<file path="src/rtl/mult_seq.sv">
// Multiply sequencer: drives a registered 32x32 unsigned multiplier and sign-corrects the result.
// Optional result reuse cache enabled by MULT_SEQ_REUSE_EN.
module mult_seq (
  input  logic        clk,
  input  logic        reset,
  input  logic [31:0] a,
  input  logic [31:0] b,
  input  logic [1:0]  op,
  input  logic        start,
  output logic [31:0] y,
  output logic        done,
  output logic        busy,
  output logic [31:0] mul_a,
  output logic [31:0] mul_b,
  output logic        mul_start,
  input  logic [63:0] mul_y,
  input  logic        mul_done
);

`ifdef MULT_SEQ_REUSE_EN
  typedef enum logic [2:0] {IDLE, ISSUE, WAIT, FIX, HIT} state_t;
`else
  typedef enum logic [1:0] {IDLE, ISSUE, WAIT, FIX} state_t;
`endif

  state_t      state_q, state_d;
  logic        hi_q, hi_d;
  logic        neg_q, neg_d;
  logic [31:0] mul_a_q, mul_a_d;
  logic [31:0] mul_b_q, mul_b_d;
  logic        mul_start_q, mul_start_d;
  logic [63:0] prod_q, prod_d;
  logic [31:0] y_q, y_d;
  logic        done_q, done_d;

  logic        sgn;
  logic [63:0] p;

  assign sgn = ~op[0];
  assign p   = neg_q ? (~prod_q + 64'd1) : prod_q;

`ifdef MULT_SEQ_REUSE_EN
  logic [31:0] a_q, a_d;
  logic [31:0] b_q, b_d;
  logic        sgn_q, sgn_d;
  logic        cv_q, cv_d;
  logic [31:0] ca_q, ca_d;
  logic [31:0] cb_q, cb_d;
  logic        cs_q, cs_d;
  logic [63:0] cp_q, cp_d;
  logic        hit;

  // Cached p is already sign-corrected, so only the word select varies.
  assign hit = cv_q & (a == ca_q) & (b == cb_q) & (sgn == cs_q);
`endif

  always_comb begin
    state_d     = state_q;
    hi_d        = hi_q;
    neg_d       = neg_q;
    mul_a_d     = mul_a_q;
    mul_b_d     = mul_b_q;
    mul_start_d = 1'b0;
    prod_d      = prod_q;
    y_d         = y_q;
    done_d      = 1'b0;
`ifdef MULT_SEQ_REUSE_EN
    a_d   = a_q;
    b_d   = b_q;
    sgn_d = sgn_q;
    cv_d  = cv_q;
    ca_d  = ca_q;
    cb_d  = cb_q;
    cs_d  = cs_q;
    cp_d  = cp_q;
`endif
    case (state_q)
      IDLE: begin
        if (start) begin
          hi_d    = op[1];
          neg_d   = sgn & (a[31] ^ b[31]);
          mul_a_d = (sgn & a[31]) ? -a : a;
          mul_b_d = (sgn & b[31]) ? -b : b;
`ifdef MULT_SEQ_REUSE_EN
          a_d   = a;
          b_d   = b;
          sgn_d = sgn;
          if (hit) begin
            state_d = HIT;
          end else begin
            state_d     = ISSUE;
            mul_start_d = 1'b1;
          end
`else
          state_d     = ISSUE;
          mul_start_d = 1'b1;
`endif
        end
      end
      ISSUE: state_d = WAIT;
      WAIT: begin
        if (mul_done) begin
          prod_d  = mul_y;
          state_d = FIX;
        end
      end
      FIX: begin
        y_d     = hi_q ? p[63:32] : p[31:0];
        done_d  = 1'b1;
        state_d = IDLE;
`ifdef MULT_SEQ_REUSE_EN
        cv_d = 1'b1;
        ca_d = a_q;
        cb_d = b_q;
        cs_d = sgn_q;
        cp_d = p;
`endif
      end
`ifdef MULT_SEQ_REUSE_EN
      HIT: begin
        y_d     = hi_q ? cp_q[63:32] : cp_q[31:0];
        done_d  = 1'b1;
        state_d = IDLE;
      end
`endif
      default: state_d = IDLE;
    endcase
  end

  always_ff @(posedge clk or posedge reset) begin
    if (reset) begin
      state_q     <= IDLE;
      hi_q        <= 1'b0;
      neg_q       <= 1'b0;
      mul_a_q     <= '0;
      mul_b_q     <= '0;
      mul_start_q <= 1'b0;
      prod_q      <= '0;
      y_q         <= '0;
      done_q      <= 1'b0;
`ifdef MULT_SEQ_REUSE_EN
      a_q   <= '0;
      b_q   <= '0;
      sgn_q <= 1'b0;
      cv_q  <= 1'b0;
      ca_q  <= '0;
      cb_q  <= '0;
      cs_q  <= 1'b0;
      cp_q  <= '0;
`endif
    end else begin
      state_q     <= state_d;
      hi_q        <= hi_d;
      neg_q       <= neg_d;
      mul_a_q     <= mul_a_d;
      mul_b_q     <= mul_b_d;
      mul_start_q <= mul_start_d;
      prod_q      <= prod_d;
      y_q         <= y_d;
      done_q      <= done_d;
`ifdef MULT_SEQ_REUSE_EN
      a_q   <= a_d;
      b_q   <= b_d;
      sgn_q <= sgn_d;
      cv_q  <= cv_d;
      ca_q  <= ca_d;
      cb_q  <= cb_d;
      cs_q  <= cs_d;
      cp_q  <= cp_d;
`endif
    end
  end

  assign y         = y_q;
  assign done      = done_q;
  assign busy      = (state_q != IDLE);
  assign mul_a     = mul_a_q;
  assign mul_b     = mul_b_q;
  assign mul_start = mul_start_q;

endmodule

</file>
<file path="config.mk">
export PLATFORM = sky130hd
export DESIGN_NAME = mult_seq
export DESIGN_NICKNAME = d
export VERILOG_FILES = /design/src/rtl/mult_seq.sv
export SDC_FILE = /design/constraint.sdc
export NUM_CORES = 1
export LEC_CHECK = 0
export ABC_AREA = 0
export BUFFER_PORTS_ARGS = -buffer_cell sky130_fd_sc_hd__buf_4
export CAP_MARGIN = 20
export CORE_UTILIZATION = 25
export CTS_CLUSTER_SIZE = 40
export DETAILED_ROUTE_END_ITERATION = 7
export PLACE_DENSITY_LB_ADDON = 0.2
export SLEW_MARGIN = 20
export SYNTH_ARGS = -nofsm -noshare
export SYNTH_HDL_FRONTEND = slang
export SYNTH_SLANG_ARGS = --single-unit
</file>
<file path="constraint.sdc">
create_clock -name clk -period 8.3 [get_ports clk]
set_clock_uncertainty 0.15 [all_clocks]
set_input_delay 0.415 -clock clk [delete_from_list [all_inputs] [get_ports clk]]
set_output_delay 0.415 -clock clk [all_outputs]
set_load 0.005 [all_outputs]
</file>
==> summary.md <==
| Metric | Value |
|---|---|
| Status | finished, final reports clean |
| Power Density | 352 nW/um^2 |
| Placed cell areas | 11,600 sq um |
| Drt total wl | 32.2 mm |
| Std-Cell Rows | 70 |
| Dpl hpwl | 23.7 mm |
| Rel. slew slack | 40.6% |
| Grt total ovfl | 0 |
| Number of global-route vias before repair | 8,263 |
| Worst vdd ir | 0.153 mV |
| Worst setup path class | flip-flop to flip-flop |
| Peak Freq | 285 MHz |
| Post-route ant nets | 0 |
| Slowest stage delay, CP | 0.59 ns |
| Crit path DAT | 3.69 ns |
| Initial antenna violation count | 4 |
| Gate Count Post-Synth | 990 |
| Hold Path Sink | prod_q[51] |
| Post-cts resize count | 0 |
| RR Startpoint | prod_q[22] |
| Synthesis Warnings | 0 |
| Global-route wire length before repair | 49.2 mm |
| Clk buf depth | 2 |
| Pleak | 5.18 nW |
| Final worst-path cycle share | 42.3% |
| Hold Path Class | primary input to flip-flop |
| Detailed-route via count | 8,212 |
| Fin nets | 1,338 |
| Hold depth | 2 |
| Number of H-tree levels | 4 |
| Finish-stage setup viols | 0 |
| Hold Crit Start | mul_y[51] |
| Drt drc | 0 |
| RSZ-0062 raised after global routing | no |
| FF+latch count, synth | 166 |
| Worst-Skew Late Latency | 0.45 ns |
| Post-Place Setup Slack | 4.88 ns |
| Gate power share | 40.4% |
| Worst Setup End Kind | flip-flop |
| I/O Buffers | 232 |
| CTS tree | done |
| Num ports | 233 |
| Mapped Area | 9380 sq um |
| Pin slew with the least headroom to its limit | 0.868 ns |
| Syn Nets | 1,131 |
| Placer Congestion | 0.836 |
| Netlist cell types | 65 |
| Largest net degree at the start of global routing | 103 |
| Sum Neg Setup Slack | 0 ns |
| Final Hold Viols | 0 |
| Asr flop ratio synth | 100% |
| DR iter-0 viols | 395 |
| CTS Sinks | 166 |
| Register-to-register path setup slack | 4.79 ns |
| Dominant synthesized flop cell | dfrtp_1 |
| Die ar. | 38,300 sq um |
| Area of the core | 36,800 sq um |
| Post-route design area | 12,300 sq um |
| Slowest cell on the critical path | or4_4 |
| Min Tclk post-route | 3.51 ns |
| Initial core utilization | 25.5% |
| Inserted Clock Buffers | 17 |
| CP Data Required Time | 8.49 ns |
| Max Cap Viol | 0 |
| Final WS setup | 4.79 ns |
| Syn avg cell area | 9.48 sq um |
| M1 WL | 13.8 mm |
| Slew Viols, Final | 0 |
| Synth-to-Final Area Change | 30.8% |
| Via/cell ratio | 4.89 |
| First drt pass iteration count | 5 |
| Fraction of layout cells with a size suffix above 1 | 29.3% |
| Worst-case reg-to-reg path depth | 7 |
| P_int | 2.63 mW |
| Register share of total power | 38.7% |
| Register area share after synthesis | 44.3% |
| Net switching power | 1.69 mW |
| Total Routing Usage GR | 17.0% |
| CTS root buf | clkbuf_16 |
| Crit path max fanout | 9 |
| CP Launch Type | flip-flop |
| Die W | 196 um |
| Routed len/inst | 19.2 um |
| Final core area utilization | 33.4% |
| Die height | 196 um |
| Number of enable flip-flop cells after synthesis | 0 |
| Met2 wire length | 15.4 mm |
| Reg-to-reg endpoint | y[18] |
| Top layer in use | met5 |
| Net Sw Frac | 39.0% |
| Clock share of power | 20.9% |
| WL met3 | 2.64 mm |
| Clock-pin slew of the registers on the worst-case setup and hold paths | 0.07 ns |
| CP Cell Sequence | or4_4 > nor4_1 > nand3_1 > o41ai_1 > xor2_1 > mux2i_1 > mux2_2 |
==> cells by family after synthesis <==
kind of cell | after synthesis | synth area share [%]
and+or+nand+nor | 313 | 17.3
adders and majority gates | 7 | 0.934
DFF | 166 | 44.3
AOI/OAI and AO/OA | 247 | 16.0
muxes | 75 | 8.88
xor gates and xnor gates | 100 | 9.34
buffers and inverters | 82 | 3.29
==> power groups by stage <==
stage | Sequential (mW) | Clock (mW) | Combinational (mW)
after CTS | 1.67 | 0.940 | 1.77
after global routing | 1.73 | 0.971 | 1.95
after global placement | 1.67 | 0 | 1.75
after floorplan | 1.51 | 0 | 1.08
final | 1.67 | 0.904 | 1.74
after detailed placement | 1.68 | 0 | 1.76
==> what timing repair did <==
item                      4_1_cts  5_1_grt
hold buffers                    1        1
buffers inserted                0        0
hold endpoints to repair        1       35
==> critical path: cells and delay by family (launching register included) <==
kind	cells	cell delay (ns)
mux	2	0.34
flops	1	0.46
simple gates	3	1.68
xor+xnor	1	0.17
compound gates	1	0.58
==> per-layer routing <==
metal,track usage (%),vias to the layer above
met2,28.3,233
met1,20.6,3955
met5,0,-
met3,6.45,33
met4,4.31,4
li1,-,3987
==> cell type report <==
cell class / instances / area [sq um]
fill: 3855 / 24500
multi-input combinational: 742 / 4930
sequential: 166 / 4160
timing repair buffer: 242 / 1840
tap: 468 / 586
clock buffer: 20 / 447
clock inverter: 12 / 203
inverter: 28 / 110
antenna: 2 / 5.00
==> cell usage after synthesis (all sizes together), types with 2 or more instances <==
master	n	area share (%)
a21oi	47	2.5
and3b	2	0.19
mux2i	9	0.96
o21ai	114	6.1
nor2b	7	0.47
nand2	108	4.3
ha	7	0.93
nor4	23	1.6
xor2	52	4.9
a21boi	3	0.24
nand2b	12	0.80
mux2	66	7.9
or3	10	0.67
or4	19	1.6
nor3b	7	0.56
o211ai	9	0.72
nand4	10	0.67
inv	27	1.1
a31oi	10	0.67
nand3b	7	0.56
nand3	12	0.64
o2bb2ai	2	0.19
dfrtp	166	44
and2	4	0.27
and3	4	0.27
buf	3	0.13
clkbuf	51	2.0
o22ai	5	0.33
a21o	3	0.24
o221ai	4	0.37
o31ai	18	1.6
or2	7	0.49
or3b	2	0.19
nor4b	2	0.19
nor2	46	1.8
o311ai	2	0.19
xnor2	48	4.5
o41ai	14	1.3
and4	3	0.28
nor3	24	1.3
nand4b	3	0.28
==> cells in the final DEF (no fill, tap or decap), types with 5 or more instances in the layout <==
cell	count
buf_4	239
dfrtp_1	165
o21ai_0	114
nand2_1	106
mux2_2	66
xor2_1	52
xnor2_1	48
a21oi_1	47
nor2_1	46
inv_1	26
nor3_1	24
nor4_1	22
o31ai_1	17
clkbuf_16	17
or4_1	16
o41ai_1	14
nand2b_1	12
nand3_1	12
a31oi_1	10
nand4_1	10
or3_1	10
o211ai_1	9
mux2i_1	9
nor2b_1	7
nor3b_1	7
nand3b_1	7
ha_1	7
or2_2	6
o22ai_1	5
bufinv_16	5
==> through the flow <==
| stage | cells | power, mW | hold WS (ns) |
|---|---|---|---|
| after detailed placement | 1643 | 3.44 | 0.321 |
| after global placement | 1643 | 3.42 | 0.313 |
| after floorplan | 990 | 2.59 | 0.323 |
| final | 1680 | 4.32 | 0.0441 |
| after CTS | 1676 | 4.38 | 0.0146 |
| after global routing | 1678 | 4.65 | 0.0134 |
==> how the worst max path moves through the flow <==
stage	slack, ns	endpoint	cells after the start	startpoint
2_1_floorplan	3.24	done	1	reset
3_3_place_gp	4.91	y[18]	7	prod_q[22]
3_5_place_dp	4.88	y[18]	7	prod_q[22]
4_1_cts	4.86	y[18]	7	prod_q[22]
5_1_grt	4.69	y[18]	7	prod_q[22]
6_report	4.79	y[18]	7	prod_q[22]
==> flip-flops by register name (all words and copies together) (netlist names) <==
register	count
hi_q	1
mul_start	1
mul_a	32
neg_q	1
done	1
prod_q	64
mul_b	32
y	32
state_q	2
Power figures use the tool's default switching activity.
